[src/rtl/rv32i_ram_arbiter.sv]
// rv32i_ram_arbiter: shares one single-port RAM between instruction fetch (I) and load/store (D)
//
// Each access runs as IDLE -> ISSUE -> WAIT (RAM_LATENCY cycles) -> RESP -> IDLE.
// Every output comes straight from a register. req->ack latency is RAM_LATENCY+2 cycles.
// A new access can start at most once every RAM_LATENCY+3 cycles.
//
// Build option: define MEM_ARB_RR_EN for round-robin arbitration between I and D.
// If it is left undefined, D always wins over I.
//
// Ports
//   clk, rst_n                     clock, asynchronous active-low reset
//   if_req/if_addr                 fetch request; held by the requester until if_ack
//   if_ack/if_rdata                one-cycle done pulse and the fetched word
//   d_req/d_we/d_addr/d_wdata      load/store request; held by the requester until d_ack
//   d_ack/d_rdata                  one-cycle done pulse and the load data
//   ram_address/ram_we/ram_wdata   RAM command; ram_rdata returns RAM_LATENCY cycles after issue
//   busy                           high whenever the FSM is outside IDLE
module rv32i_ram_arbiter #(
  parameter int DATA_WIDTH  = 32,
  parameter int RAM_WIDTH   = 31,
  parameter int RAM_LATENCY = 1
) (
  input  logic                  clk,
  input  logic                  rst_n,
  input  logic                  if_req,
  input  logic [RAM_WIDTH-1:0]  if_addr,
  output logic                  if_ack,
  output logic [DATA_WIDTH-1:0] if_rdata,
  input  logic                  d_req,
  input  logic                  d_we,
  input  logic [RAM_WIDTH-1:0]  d_addr,
  input  logic [DATA_WIDTH-1:0] d_wdata,
  output logic                  d_ack,
  output logic [DATA_WIDTH-1:0] d_rdata,
  output logic [RAM_WIDTH-1:0]  ram_address,
  output logic                  ram_we,
  output logic [DATA_WIDTH-1:0] ram_wdata,
  input  logic [DATA_WIDTH-1:0] ram_rdata,
  output logic                  busy
);
  localparam logic [1:0] IDLE  = 2'd0;
  localparam logic [1:0] ISSUE = 2'd1;
  localparam logic [1:0] WAIT  = 2'd2;
  localparam logic [1:0] RESP  = 2'd3;
  localparam int CW = RAM_LATENCY > 1 ? $clog2(RAM_LATENCY) : 1;
  logic [1:0]    state;
  logic [CW-1:0] cnt;
  logic          gnt_d;
  logic          we_q;
  logic          pick_d;
`ifdef MEM_ARB_RR_EN
  // last_d records which requester won the previous grant. On a tie, the other requester wins.
  logic last_d;
  assign pick_d = (if_req && d_req) ? !last_d : d_req;
`else
  assign pick_d = d_req;
`endif
  always_ff @(posedge clk or negedge rst_n) begin
    if (!rst_n) begin
      state       <= IDLE;
      cnt         <= '0;
      gnt_d       <= 1'b0;
      we_q        <= 1'b0;
      if_ack      <= 1'b0;
      d_ack       <= 1'b0;
      if_rdata    <= '0;
      d_rdata     <= '0;
      ram_address <= '0;
      ram_we      <= 1'b0;
      ram_wdata   <= '0;
      busy        <= 1'b0;
`ifdef MEM_ARB_RR_EN
      last_d      <= 1'b0;
`endif
    end else begin
      case (state)
        IDLE: if (if_req || d_req) begin
          state       <= ISSUE;
          busy        <= 1'b1;
          gnt_d       <= pick_d;
          we_q        <= pick_d && d_we;
          ram_address <= pick_d ? d_addr : if_addr;
          ram_we      <= pick_d && d_we;
          ram_wdata   <= (pick_d && d_we) ? d_wdata : '0;
`ifdef MEM_ARB_RR_EN
          last_d      <= pick_d;
`endif
        end
        ISSUE: begin
          state  <= WAIT;
          ram_we <= 1'b0;
          cnt    <= '0;
        end
        WAIT: if (cnt == CW'(RAM_LATENCY - 1)) begin
          // Data captured on this edge reaches the requester together with its ack.
          state  <= RESP;
          if_ack <= !gnt_d;
          d_ack  <= gnt_d;
          if (!gnt_d) if_rdata <= ram_rdata;
          if (gnt_d && !we_q) d_rdata <= ram_rdata;
        end else begin
          cnt <= cnt + CW'(1);
        end
        default: begin
          state       <= IDLE;
          busy        <= 1'b0;
          if_ack      <= 1'b0;
          d_ack       <= 1'b0;
          ram_address <= '0;
          ram_wdata   <= '0;
        end
      endcase
    end
  end
  a_one_ack: assert property (@(posedge clk) disable iff (!rst_n) !(if_ack && d_ack));
  a_we_issue: assert property (@(posedge clk) disable iff (!rst_n) ram_we |-> state == ISSUE);
endmodule
[config.mk]
export PLATFORM = sky130hd
export DESIGN_NAME = rv32i_ram_arbiter
export DESIGN_NICKNAME = d
export VERILOG_FILES = /design/src/rtl/rv32i_ram_arbiter.sv
export SDC_FILE = /design/constraint.sdc
export NUM_CORES = 1
export LEC_CHECK = 0
export ABC_CLOCK_PERIOD_IN_PS = 2300
export CORE_MARGIN = 1.5
export CORE_UTILIZATION = 43
export DETAILED_ROUTE_END_ITERATION = 8
export GPL_ROUTABILITY_DRIVEN = 0
export PLACE_DENSITY = 0.81
export SLEW_MARGIN = 5
export SYNTH_ARGS = -nofsm -noshare
export SYNTH_HDL_FRONTEND = slang
export SYNTH_SLANG_ARGS = --single-unit
[constraint.sdc]
create_clock -name clk -period 2.3 [get_ports clk]
set_clock_uncertainty 0.15 [all_clocks]
set_input_delay 0.345 -clock clk [delete_from_list [all_inputs] [get_ports clk]]
set_output_delay 0.345 -clock clk [all_outputs]
set_load 0.005 [all_outputs]
## Yosys cells after proc, flatten, opt, wreduce, memory -nomap -nowiden

Index checks and enable logic that the tools add are counted.

- Mux-type cells: 19
- Order comparisons: 0
- Divide/modulo/power cells: 0
- Shifts and indexed selects: 0
- Multiply operators: 0
- Bitwise logic cells: 4
- Reductions and logical operators: 17
- Add/subtract/negate cells: 1
- Equal/unequal tests: 4

Operators by type and width:

| kind | count |
|---|---|
| 32-bit two-way mux | 2 |
| 32-bit one-hot mux with 2 select lines | 1 |
| 31-bit two-way mux | 2 |
| 31-bit one-hot mux with 2 select lines | 1 |
| 1-bit one-hot mux with 2 select lines | 5 |
| 2-bit AND reduction | 5 |
| 2-bit one-hot mux with 3 select lines | 1 |
| 3-bit AND reduction | 2 |
| 1-bit two-way mux | 5 |
| 2-bit two-way mux | 2 |
| 2-bit inequality test (second input constant) | 2 |
| 1-bit NOT | 4 |
| 2-bit nonzero test | 2 |
| 2-bit OR reduction | 2 |
| 2-bit by 1-bit == test with 1-bit output (second input constant) | 1 |
| 2-bit == test (second input constant) | 1 |
| 1-bit logical AND | 2 |
| 1-bit zero test | 2 |
| 2-bit zero test | 1 |
| 1-bit adder (second input constant) | 1 |
| 1-bit logical OR | 1 |

- Flip-flop bits (word level): 136
- Memories kept: 0
- Bits in writable memories: 0
- Bits in latches: 0
- Output and inout bits: 131
- Word-level logic and storage cells: 57
- Memory bits (read-only): 0

## Logic depth before layout (Yosys ltp)

Gate-level depths: netlist of the first run.

- Depth in word-level cells: 4
- Gate-level depth with buffers: 7
- Mapped depth without buffers: 5

## Least setup slack after synthesis of the first run

OpenSTA, ideal clock, no wires.

- Path type: reg-to-reg
- Start: reg state[0]
- End: reg d_rdata[18]
- Period minus slack after synthesis: 1.762 ns
- Stages on the path, launching flop included: 8
- Setup slack: 0.538 ns
- Data arrival time: 1.487 ns
- Buffers on the path: 2
- Cells stage by stage: dfrtp_1 -> inv_1 -> ha_1 -> nand2_1 -> or2_1 -> buf_2 -> buf_6 -> mux2_4

- Word-level cells in the longest chain between the ends: 2

RTL lines:

| element | line | source |
|---|---|---|
| start: declaration | 46 | `logic [1:0] state;` |
| start signal: assignment | 60 | `state <= IDLE;` |
| start signal: assignment | 78 | `state <= ISSUE;` |
| start signal: assignment | 90 | `state <= WAIT;` |
| 2-bit == test | 76 | `case (state)` |
| 3-bit AND reduction (no line) | n/a |  |
| end signal: assignment | 100 | `if (gnt_d && !we_q) d_rdata <= ram_rdata;` |
| end: declaration | 34 | `output logic [DATA_WIDTH-1:0] d_rdata,` |

Every way passes these cells.
A chain may end at the register's enable or synchronous reset.

## Worst setup path after layout of the first run

- Start: reg state[0]
- End: reg d_rdata[23]

The elaborated chain is that of the path after synthesis.

==> impl_metrics.yaml, run 1 <==
finish:
  stdcell_count: 901
  drive_gt1_share_pct: 19.03
  fillers: 967
  nets: 845
  areaGrowthSynthToFinish_pct: 55.38
critical_path:
  critPathLaunch: "state[0]"
  crit_family: "buffers and inverters"
  cp_data_required_time_ns: 2.44
  critPathCapture: "d_rdata[23]"
  cp_max_fo: 32
  cp_slowest_cell: "dfrtp_1"
  r2r_slack_ns: 0.30
  timing.rr.end: "d_rdata[23]"
  crit_path_cell_trace: "inv_1 -> ha_1 -> nand2_1 -> or2_2 -> buf_4 -> mux2_4"
  cp.arrival_ns: 2.13
  r2r.worst_path.cells: 6
  reg2reg_from: "state[0]"
  crit_path_start_kind: "flip-flop"
  endpoint_kind: "flip-flop"
  path_depth: 6
  criticalPathCategory: "flip-flop to flip-flop"
  slowest_delay_ns: 0.39
  critical_path_buf_inv_count: 2
die:
  io_pins: 262
  die_w_microns: 121.8
  num_rows: 43
  initial_core_util_pct: 43.89
  core_sq_um: 13830
  die_h_microns: 121.8
  die_area_sq_um: 14830
yosys:
  synth_top_cell_area_share_pct: 55.67
  synth_warnings: 0
  synthFlopType: "dfrtp_1"
  synthMuxAreaShare_pct: 30.56
  synthDistinctLibCells: 25
  syn_area_per_cell_sq_um: 13.64
  syn_nets: 580
  ys_ff_latch: 135
  seq_area_frac_synth_pct: 55.67
  synth_top_cell_by_area: "dfrtp_1"
  synth.area.top_cells: "dfrtp_1 (56%), mux2_2 (11%), mux2i_1 (10%)"
  synthSimpleGateAreaFrac_pct: 6.247
  yosys.area_share.adder_pct: 0.8247
  synth_area_sq_um: 6068
  synth_edf_count: 0
  synthCells: 445
  synth-xor-area-share_pct: 0
  synth_compound_area_share_pct: 1.443
  synth_top_family_by_area: "multiplexers"
  async_reset_ff_share_pct: 100.0
clock_tree:
  clkSinkCount: 135
  clk_pin_slew_worst_paths_ns: 0.05
  cts_buffers: 17
  root_buffer: "clkbuf_16"
  tritoncts: "done"
  clockBufferDepth: 2
  cts.htree.levels: 4
  insertion_delay_ns: 0.40
  post_cts_buffers: 0
power_and_ir_drop:
  p_total_mw: 12.58
  powerDensity_nw_per_um2: 1334
  power_leakage_nw: 4.195
  peakVddDrop_v: 0.0009573
route:
  drtPass1Iterations: 4
  initialDrtViolationCount: 193
  drc: 0
  wl_per_cell_microns: 16.35
  dr_total_vias: 4261
  ant_nets: 0
  routed_wl_microns: 14730
  vias_per_cell: 4.729
timing:
  setup_violations: 0
  max_slew_margin_pct: 47.92
  timing.final.crit_share_pct: 86.91
  slew_violations: 0
  worst_pin_slew_ns: 0.7813
  hold_viol: 0
  rsz0062_at_grt: "false"
  fin_crit_ns: 1.999
  finalSetupTns_ns: 0
  fmax_mhz: 500.3
global_routing:
  grt_pass1_vias: 4739
  overflow: 0
  grt_pass1_wl_microns: 22980
  grtUsageTotal_pct: 20.19
  grt_max_degree: 70
  antenna_found_initial: 1
min_path:
  holdCritPathClass: "input port to flip-flop"
place:
  placed_cells: 870
  numPortBuffers: 261
  hpwlAfterDp_microns: 10900
job:
  cap_violations: 0
status:
  status: "finished, final reports clean"
-- synth_stat cells, drive strengths merged, types with 2 or more instances --
master	count
mux2i	63
o31ai	2
dfrtp	135
mux2	96
buf	22
o21ai	3
nor2b	31
a22o	2
nand2	36
clkbuf	5
ha	4
nor2	4
inv	34
-- how the worst min path moves through the flow --
stage                from          end  depth (start not counted)
finish              d_req     state[0]                          3
CTS                 d_req     state[0]                          3
floorplan           rst_n         busy                          0
global placement    rst_n  d_rdata[25]                          1
global route        d_req     state[0]                          3
detailed placement  rst_n  d_rdata[25]                          1
-- worst register-to-register path: stages (launching register included) --
cell     delay [ns]
dfrtp_1        0.39
inv_1          0.14
ha_1           0.22
nand2_1        0.08
or2_2          0.27
buf_4          0.29
mux2_4         0.36
-- where the power goes --
part | switching, mW | total [mW] | internal, mW
combinational | 2.14 | 6.07 | 3.93
sequential | 0.592 | 4.04 | 3.45
clock | 0.889 | 2.47 | 1.58
total | 3.62 | 12.6 | 8.96
-- routing by layer --
layer / track usage (%) / vias up / share of wire (%)
met5: 0 / - / 0
met4: 9.044 / 0 / 2.4
met3: 5.758 / 22 / 6.8
met2: 34.87 / 179 / 51
met1: 23.23 / 2042 / 40
li1: - / 2018 / -
-- flip-flops by register name (all words and copies together), names as in the netlist --
name         count
ram_wdata       32
gnt_d            1
d_ack            1
d_rdata         32
we_q             1
ram_we           1
ram_address     31
if_ack           1
if_rdata        32
busy             1
state            2
-- metrics by stage --
step                      hold WS (ns)  worst slack, ns  util, %  area, sq um
final                           0.2413           0.3011    68.19         9429
after global routing            0.2407           0.2085    68.19         9429
after CTS                       0.2132           0.3033    68.17         9427
after detailed placement       0.09524           0.1147    64.19         8876
after global placement         0.09173           0.1934    64.19         8876
after floorplan                -0.1006           0.5375        -         6068
-- repair_timing --
item	4_1_cts	5_1_grt
hold buffers	1	0
hold endpoints to repair	31	0
resized for setup	0	0
-- cells by family (layout without fill, tap and decap cells) --
logic type	Yosys count	count (layout)
compound gates	12	12
flops	135	135
other cells	0	1
simple gates	74	74
mux	159	159
buf+inv	61	336
fa+ha+maj	4	4
-- final cells by class --
class                      instances  area (sq um)  area share, %
timing repair buffer             273          2776          29.45
sequential                       135          3378          35.83
antenna                            1         2.502        0.02654
inverter                          34         127.6          1.353
clock inverter                     4         45.04         0.4777
tap                              180         225.2          2.389
multi-input combinational        249          2379          25.23
clock buffer                      25         495.5          5.255
-- placed cells by master, fill, tap and decap left out, drive strengths merged, types with 3 or more instances in the layout --
master,synthesis,layout
mux2i,63,63
o21ai,3,3
nor2,4,4
dfrtp,135,135
mux2,96,96
inv,34,34
buf,22,13
clkinv,0,3
clkdlybuf4s50,0,259
clkbuf,5,25
nor2b,31,31
nand2,36,36
ha,4,4
Power figures use the tool's default switching activity.
==> inputs of run 2 (changes only) <==
--- a/config.mk
+++ b/config.mk
@@ -8,8 +8,8 @@
 export ABC_CLOCK_PERIOD_IN_PS = 2300
 export CORE_MARGIN = 1.5
 export CORE_UTILIZATION = 43
+export CTS_CLUSTER_SIZE = 40
 export DETAILED_ROUTE_END_ITERATION = 8
-export GPL_ROUTABILITY_DRIVEN = 0
 export PLACE_DENSITY = 0.81
 export SLEW_MARGIN = 5
 export SYNTH_ARGS = -nofsm -noshare
==> results of run 2 <==
Final layout, timing and power as in run 1 (identical DEF).
